File: config.mk
export PLATFORM = sky130hd
export DESIGN_NAME = hilo_muldiv_ctrl
export DESIGN_NICKNAME = d
export VERILOG_FILES = /design/src/rtl/hilo_muldiv_ctrl.sv
export SDC_FILE = /design/constraint.sdc
export NUM_CORES = 1
export LEC_CHECK = 0
export ABC_AREA = 1
export BUFFER_PORTS_ARGS = -buffer_cell sky130_fd_sc_hd__buf_2
export CAP_MARGIN = 5
export CELL_PAD_IN_SITES_DETAIL_PLACEMENT = 0
export CELL_PAD_IN_SITES_GLOBAL_PLACEMENT = 1
export CORE_MARGIN = 5
export CORE_UTILIZATION = 43
export DETAILED_ROUTE_END_ITERATION = 7
export PLACE_DENSITY_LB_ADDON = 0.08
export SYNTH_ARGS = -nofsm -noshare
export SYNTH_HDL_FRONTEND = slang
export SYNTH_SLANG_ARGS = --single-unit
File: constraint.sdc
create_clock -name clk -period 3.3 [get_ports clk]
set_input_delay 0.495 -clock clk [delete_from_list [all_inputs] [get_ports clk]]
set_output_delay 0.495 -clock clk [all_outputs]
set_load 0.01 [all_outputs]
File: src/rtl/hilo_muldiv_ctrl.sv
// HI/LO special-register sequencer: owns HI/LO, runs one-bit-per-cycle MULT/DIV,
// executes MTHI/MTLO, supplies MFHI/MFLO data and stalls the pipe on collisions.
module hilo_muldiv_ctrl #(
  parameter int WIDTH = 32
) (
  input  logic             clk,
  input  logic             rst,
  input  logic             start,
  input  logic [2:0]       op,
  input  logic [WIDTH-1:0] operand_a,
  input  logic [WIDTH-1:0] operand_b,
  input  logic             read_hi,
  input  logic             read_lo,
  output logic [WIDTH-1:0] hilo_out,
  output logic             stall,
  output logic             busy,
  output logic             done,
  output logic             div_zero
);

  localparam int CW = $clog2(WIDTH);

  localparam logic [2:0] OP_MTHI = 3'b100;
  localparam logic [2:0] OP_MTLO = 3'b101;

  typedef enum logic [1:0] {IDLE, CALC, FIX} state_t;

  state_t           state;
  logic [WIDTH-1:0] hi, lo;
  logic [WIDTH-1:0] acc_hi, acc_lo;   // mul: {upper, multiplier}; div: {remainder, quotient}
  logic [WIDTH-1:0] b_reg;            // mul: multiplicand; div: divisor
  logic [WIDTH-1:0] a_raw;            // untouched dividend, returned in HI on divide-by-zero
  logic [CW-1:0]    cnt;
  logic             is_div, neg_q, neg_r, zero_div;

  // Decode of the issuing op (only meaningful when op[2] == 0)
  logic             op_muldiv, op_signed, op_div;
  logic [WIDTH-1:0] abs_a, abs_b;

  // Iteration datapath
  logic [WIDTH:0]     mul_sum;
  logic [WIDTH:0]     div_shift;
  logic [WIDTH-1:0]   div_rem;
  logic               div_ge;
  logic [2*WIDTH-1:0] prod_fix;
  logic [WIDTH-1:0]   quot_fix, rem_fix;

  assign op_muldiv = ~op[2];
  assign op_signed = op[0];
  assign op_div    = op[1];
  assign abs_a     = (op_signed && operand_a[WIDTH-1]) ? -operand_a : operand_a;
  assign abs_b     = (op_signed && operand_b[WIDTH-1]) ? -operand_b : operand_b;

  assign mul_sum   = {1'b0, acc_hi} + (acc_lo[0] ? {1'b0, b_reg} : '0);
  assign div_shift = {acc_hi, acc_lo[WIDTH-1]};
  assign div_ge    = div_shift >= {1'b0, b_reg};
  // The true difference is below the divisor, so the low WIDTH bits are exact.
  assign div_rem   = div_shift[WIDTH-1:0] - b_reg;

  assign prod_fix  = neg_q ? -{acc_hi, acc_lo} : {acc_hi, acc_lo};
  assign quot_fix  = neg_q ? -acc_lo : acc_lo;
  assign rem_fix   = neg_r ? -acc_hi : acc_hi;

  assign busy  = (state != IDLE);
  assign stall = busy & (read_hi | read_lo | start);

  always_comb begin
    hilo_out = '0;
    if (read_hi)      hilo_out = hi;
    else if (read_lo) hilo_out = lo;
  end

  // NOTE: every register here uses <= so all state advances from the same pre-edge values.
  always_ff @(posedge clk) begin
    if (rst) begin
      state    <= IDLE;
      hi       <= '0;
      lo       <= '0;
      acc_hi   <= '0;
      acc_lo   <= '0;
      b_reg    <= '0;
      a_raw    <= '0;
      cnt      <= '0;
      is_div   <= 1'b0;
      neg_q    <= 1'b0;
      neg_r    <= 1'b0;
      zero_div <= 1'b0;
      done     <= 1'b0;
      div_zero <= 1'b0;
    end else begin
      done     <= 1'b0;
      div_zero <= 1'b0;
      case (state)
        IDLE: begin
          if (start) begin
            if (op_muldiv) begin
              state    <= CALC;
              cnt      <= '0;
              is_div   <= op_div;
              neg_q    <= op_signed & (operand_a[WIDTH-1] ^ operand_b[WIDTH-1]);
              neg_r    <= op_signed & operand_a[WIDTH-1];
              zero_div <= op_div & (operand_b == '0);
              a_raw    <= operand_a;
              acc_hi   <= '0;
              acc_lo   <= op_div ? abs_a : abs_b;
              b_reg    <= op_div ? abs_b : abs_a;
            end else if (op == OP_MTHI) begin
              hi <= operand_a;
            end else if (op == OP_MTLO) begin
              lo <= operand_a;
            end
          end
        end
        CALC: begin
          if (is_div) begin
            acc_hi <= div_ge ? div_rem : div_shift[WIDTH-1:0];
            acc_lo <= {acc_lo[WIDTH-2:0], div_ge};
          end else begin
            acc_hi <= mul_sum[WIDTH:1];
            acc_lo <= {mul_sum[0], acc_lo[WIDTH-1:1]};
          end
          cnt <= cnt + 1'b1;
          if (cnt == CW'(WIDTH - 1)) state <= FIX;
        end
        FIX: begin
          if (!is_div) begin
            {hi, lo} <= prod_fix;
          end else if (zero_div) begin
            hi <= a_raw;
            lo <= '1;
          end else begin
            hi <= rem_fix;
            lo <= quot_fix;
          end
          done     <= 1'b1;
          div_zero <= zero_div;
          state    <= IDLE;
        end
        default: state <= IDLE;
      endcase
    end
  end

endmodule

Word-level counts from Yosys, hierarchy flattened
Cells that the tools add are included.
{"block": "op_classes", "n_reduce_logical": 13, "magnitude_cmp": 1, "n_addsub": 8, "mux": 40, "eq_ne": 12, "bitwise_logic": 9}
{"op": "$mux W32", "n": 27}
{"op": "$pmux W32 S2", "n": 4}
{"op": "$neg A32 Y32", "n": 4}
{"op": "$mux W64", "n": 1}
{"op": "$neg A64 Y64", "n": 1}
{"op": "$add A32 B32 Y33", "n": 1}
{"op": "$ge A33 B32 Y1", "n": 1}
{"op": "$logic_not A32 Y1", "n": 1}
{"op": "$sub A32 B32 Y32", "n": 1}
{"op": "$ne A2 B2 Y1 const B", "n": 7}
{"op": "$mux W5", "n": 2}
{"op": "$pmux W5 S2", "n": 1}
{"op": "$reduce_and A3 Y1", "n": 3}
{"op": "$eq A3 B3 Y1 const B", "n": 2}
{"op": "$mux W2", "n": 3}
{"op": "$reduce_bool A2 Y1", "n": 3}
{"op": "$add A5 B1 Y5 const B", "n": 1}
{"op": "$eq A5 B5 Y1 const B", "n": 1}
{"op": "$reduce_and A5 Y1", "n": 1}
{"op": "$and A1 B1 Y1", "n": 4}
{"op": "$pmux W2 S2", "n": 1}
{"op": "$reduce_and A4 Y1", "n": 1}
{"op": "$eq A2 B1 Y1 const B", "n": 1}
{"op": "$eq A2 B2 Y1 const B", "n": 1}
{"op": "other kinds (7)", "n": 10}
{"block": "totals", "ff_bits": 205, "output_inout_bits": 36}

Logic depth before layout (Yosys ltp)
{"block": "depth", "depth_word": 6, "depth_mapped": 22, "mapped_depth_nobuf": 20}

Least setup slack after synthesis
OpenSTA, ideal clock, no wires.
{"block": "synth_path", "path_type": "register -> register", "from": "reg acc_lo[0]", "to": "reg acc_hi[29]", "required_ns": 3.186, "setup_time_ns": 0.114, "period_less_slack_ns": 2.506, "path_stages_with_launch": 22, "n_path_buf": 2, "arrival_time_ns": 2.393, "slack_ns": 0.794, "cell_sequence": "dfxtp_1 buf_2 clkbuf_1 nand2_1 inv_1 ha_1 inv_1 fa_1 inv_1 nand3_1 nand3_1 nand2_1 nand2_1 nand2_1 nand2_1 nand2_1 nand3_1 nand3_1 nand2_1 inv_1 nand2_1 a21oi_2"}
{"block": "synth_between", "elab_chain_cells": 4}
{"item": "start: declaration", "line_no": "30", "text": "logic [WIDTH-1:0] acc_hi, acc_lo;"}
{"item": "start signal: assignment", "line_no": "105", "text": "acc_lo <= op_div ? abs_a : abs_b;"}
{"item": "start signal: assignment", "line_no": "117", "text": "acc_lo <= {acc_lo[WIDTH-2:0], div_ge};"}
{"item": "start signal: assignment", "line_no": "120", "text": "acc_lo <= {mul_sum[0], acc_lo[WIDTH-1:1]};"}
{"item": "$mux W32", "line_no": "54", "text": "assign mul_sum = {1'b0, acc_hi} + (acc_lo[0] ? {1'b0, b_reg} : '0);"}
{"item": "$add A32 B32 Y33", "line_no": "54"}
{"item": "$mux W32", "line_no": "115", "text": "if (is_div) begin"}
{"item": "$pmux W32 S2", "line_no": "93", "text": "case (state)"}
{"item": "end signal: assignment", "line_no": "116", "text": "acc_hi <= div_ge ? div_rem : div_shift[WIDTH-1:0];"}
{"item": "end signal: assignment", "line_no": "119", "text": "acc_hi <= mul_sum[WIDTH:1];"}
{"item": "end: declaration", "line_no": "30"}
Every way passes these cells.
A chain may end at the register's enable or synchronous reset.

Worst setup path in the final report
{"block": "layout_path", "from": "reg acc_lo[0]", "to": "reg lo[26]"}
{"block": "layout_between", "elab_chain_cells": 5, "elab_cells_between_ends": 7}
{"item": "$neg A32 Y32", "line_no": "61", "text": "assign quot_fix = neg_q ? -acc_lo : acc_lo;"}
{"item": "$mux W32", "line_no": "61"}
{"item": "$mux W32", "line_no": "128", "text": "end else if (zero_div) begin"}
{"item": "$mux W32 (*)", "line_no": "126", "text": "if (!is_div) begin"}
{"item": "$pmux W32 S2 (*)", "line_no": "93"}
{"item": "end signal: assignment", "line_no": "110", "text": "lo <= operand_a;"}
{"item": "end signal: assignment", "line_no": "127", "text": "{hi, lo} <= prod_fix;"}
{"item": "end signal: assignment", "line_no": "133", "text": "lo <= quot_fix;"}
{"item": "end: declaration", "line_no": "29", "text": "logic [WIDTH-1:0] hi, lo;"}
Every way passes the cells marked *; elsewhere a longest branch is shown, timed or not.

==> metrics.txt <==
status finished clean; Sum Neg Setup Slack 0 ns; die width 231 um; Placeable Area 48600 sq um; root buf cell clkbuf_16; nets@finish 4010; die footprint 53400 sq um; reg2reg path depth 14; overflow left after global routing 0; Synth cell types 55; Top Layer Used met5; CP startpoint acc_lo[0]; WL met3 12300 um; Syn Std Cell Area 21000 sq um; Final WS setup 0.229 ns; number of core rows 81; H-tree levels 1; syn_area_per_cell 5.51 sq um; post-synthesis adder-cell area fraction 4.36%; vias per cell 5.83; sequential share of the synthesized area 19.5%; GRT Util Overall 37.4%; final estimated routing congestion in global placement 1.06; vias in the first global route 23800; #FFs+latches synth 205; crit start category flip-flop; P&R area growth vs syn 9.52%; min Tclk post-route 3.07 ns; MaxCap Viol Count 0; drt total wl 105000 um; 1st-pass router iterations 6; post-synthesis mux area share 0%; syn nets 3957; Initial Util 43.2%; Post-CTS Hold Buffers 0; Compound-Gate Fraction of Synth Area 18.4%; PwrDens 398 nW/um^2; CP endpoint lo[26]; yosys warns 0; Place WS 0.225 ns; largest family of logic cells by synthesized area simple AND/OR/NAND/NOR gates; RSZ-0062 raised after global routing false; cts bufs inserted 26; Tcrit/Tclk final 93.1%; post-DR wirelength/cell 23.3 um; hpwl dp 83900 um; Post-Route Skew 0.0154 ns; clk slew on worst S/H paths 0.07 ns; Metal-1 WL 45000 um; share of cells above drive strength 1 8.32%; # IOs 108; CP max FO 16; worst r2r dst lo[26]; worst slew pin tran 1.10 ns; kind of critical path reg2reg; Antenna Cells 0; Final setup viols 0; worst reg-to-reg setup slack 0.23 ns; initial antenna violation count 5; Iteration-0 DRC Markers 3501; Rel. slew slack 26.6%; vias 26200; Skew-Pair Late Insertion Delay 0.57 ns; Syn Inst Count 3813; Clock Path Buffers 3; global-route wire length before repair 153000 um; Slew Limit Fails 0; Simple-Gate Fraction of Synth Area 41.4%; CP required 3.72 ns; P_leak 12.0 nW; Max VDD drop 0.000324 V; Hold Path Class in2reg; post-synthesis xor/xnor area fraction 2.63%; Clock Sinks 205; crit end category flip-flop; Worst EP arrival 3.49 ns; drc violations 0; Fin. Hold Viols 0; fmax 326 MHz; Post-CTS Resized 0; Antenna Nets Post-Route 0; Die Y 231 um; CTS tree done; worst r2r src acc_lo[0]; largest net degree at the start of global routing 94; I/O Buffers 107; post-CTS setup buffers 0; DR WL met2 42000 um
## worst min-delay path by stage
stage | start | to | slack, ns | cells past startpoint
finish | operand_b[0] | b_reg[0] | 0.26 | 3
global route | operand_b[0] | b_reg[0] | 0.29 | 3
CTS | operand_b[0] | b_reg[0] | 0.25 | 3
detailed placement | cnt[4] | cnt[4] | 0.48 | 2
global placement | cnt[4] | cnt[4] | 0.46 | 2
floorplan | cnt[4] | cnt[4] | 0.44 | 2
## cell type report
| type | count | area, sq um |
|---|---|---|
| Multi-Input combinational cell | 2907 | 14100 |
| Sequential cell | 205 | 4110 |
| Tap cell | 622 | 778 |
| Inverter | 526 | 1980 |
| Timing Repair Buffer | 200 | 1280 |
| Clock inverter | 9 | 55.1 |
| Fill cell | 5443 | 25600 |
| Clock buffer | 35 | 746 |
## cell usage in the layout, fill, tap and decap left out, types with 15 or more instances in the layout
| cell type | synthesis | routed |
|---|---|---|
| xor2_1 | 53 | 53 |
| buf_2 | 27 | 107 |
| nand4_1 | 42 | 42 |
| nor3_1 | 43 | 43 |
| ha_1 | 70 | 70 |
| dfxtp_1 | 205 | 203 |
| nand3b_1 | 15 | 15 |
| o21ai_0 | 307 | 307 |
| clkbuf_16 | 0 | 27 |
| nand2_2 | 16 | 16 |
| nor2_1 | 396 | 394 |
| a21oi_1 | 305 | 305 |
| nand3_1 | 355 | 355 |
| buf_4 | 13 | 89 |
| o211ai_1 | 39 | 39 |
| inv_1 | 515 | 511 |
| nand2_1 | 1125 | 1125 |
## worst max-delay path, cell delays in order, from the launching register on
cell and delay, ns:
dfxtp_1 0.47, buf_4 0.26, inv_1 0.06, ha_1 0.27, inv_2 0.11, nor3_4 0.17
nand2_2 0.14, nor2_2 0.15, nand2_1 0.12, nor2_1 0.27, nand2_1 0.14, nand3_1 0.10
nand2_1 0.05, o21ai_0 0.45, a21oi_1 0.13
## synthesized netlist by cell type, drive strengths merged
master,n,area share (%)
nand2,1142,21
inv,523,9.3
nor2,415,7.8
nand3,367,9.1
o21ai,316,7.5
a21oi,311,7.5
dfxtp,205,20
clkbuf,96,1.7
buf,73,2.2
ha,70,4.2
xor2,53,2.2
nor3,51,1.6
nand4,42,1.3
o211ai,39,1.4
nand3b,15,0.54
xnor2,10,0.42
a31oi,9,0.27
o31ai,9,0.32
and2,6,0.18
o21bai,6,0.21
a21boi,5,0.23
a21o,5,0.18
nor4,5,0.15
o221ai,5,0.21
or2,5,0.15
a211oi,4,0.14
a22oi,4,0.14
dlygate4sd1,4,0.17
o22ai,4,0.12
and3,3,0.089
clkinv,3,0.054
a32oi,2,0.083
dlygate4sd3,2,0.095
fa,2,0.19
o21a,2,0.071
## per-stage QoR
step	util [%]	std cells	hold WS [ns]	area, sq um	total power, mW
floorplan	-	3813	0.443	21000	5.07
global placement	45.6	4460	0.459	22200	6.24
detailed placement	45.6	4460	0.475	22200	6.24
CTS	47.3	4504	0.255	23000	9.01
global route	47.3	4504	0.293	23000	9.54
finish	47.3	4504	0.263	23000	9.16
## per-layer routing
layer | up-vias | global-route usage, %
met5 | - | 0
met1 | 12100 | 53.9
met2 | 1479 | 52.8
met3 | 249 | 9.14
met4 | 6 | 16.0
li1 | 12400 | -
## power breakdown
group / leakage (nW) / internal [mW] / switching [mW] / total, mW
sequential: 1.68 / 2.63 / 0.186 / 2.82
combinational: 9.88 / 0.971 / 2.55 / 3.52
clock: 0.398 / 1.57 / 1.24 / 2.81
total: 12.0 / 5.18 / 3.98 / 9.16
## kinds of logic (layout without fill, tap and decap cells)
family | count (synthesis) | count (layout)
buffers and inverters | 701 | 770
AND/OR/NAND/NOR | 2051 | 2051
adder cells (fa/ha/maj) | 72 | 72
XOR/XNOR | 63 | 63
AO/OA/AOI/OAI | 721 | 721
flip-flops | 205 | 205
No activity file was read; power rests on OpenSTA's default activity.
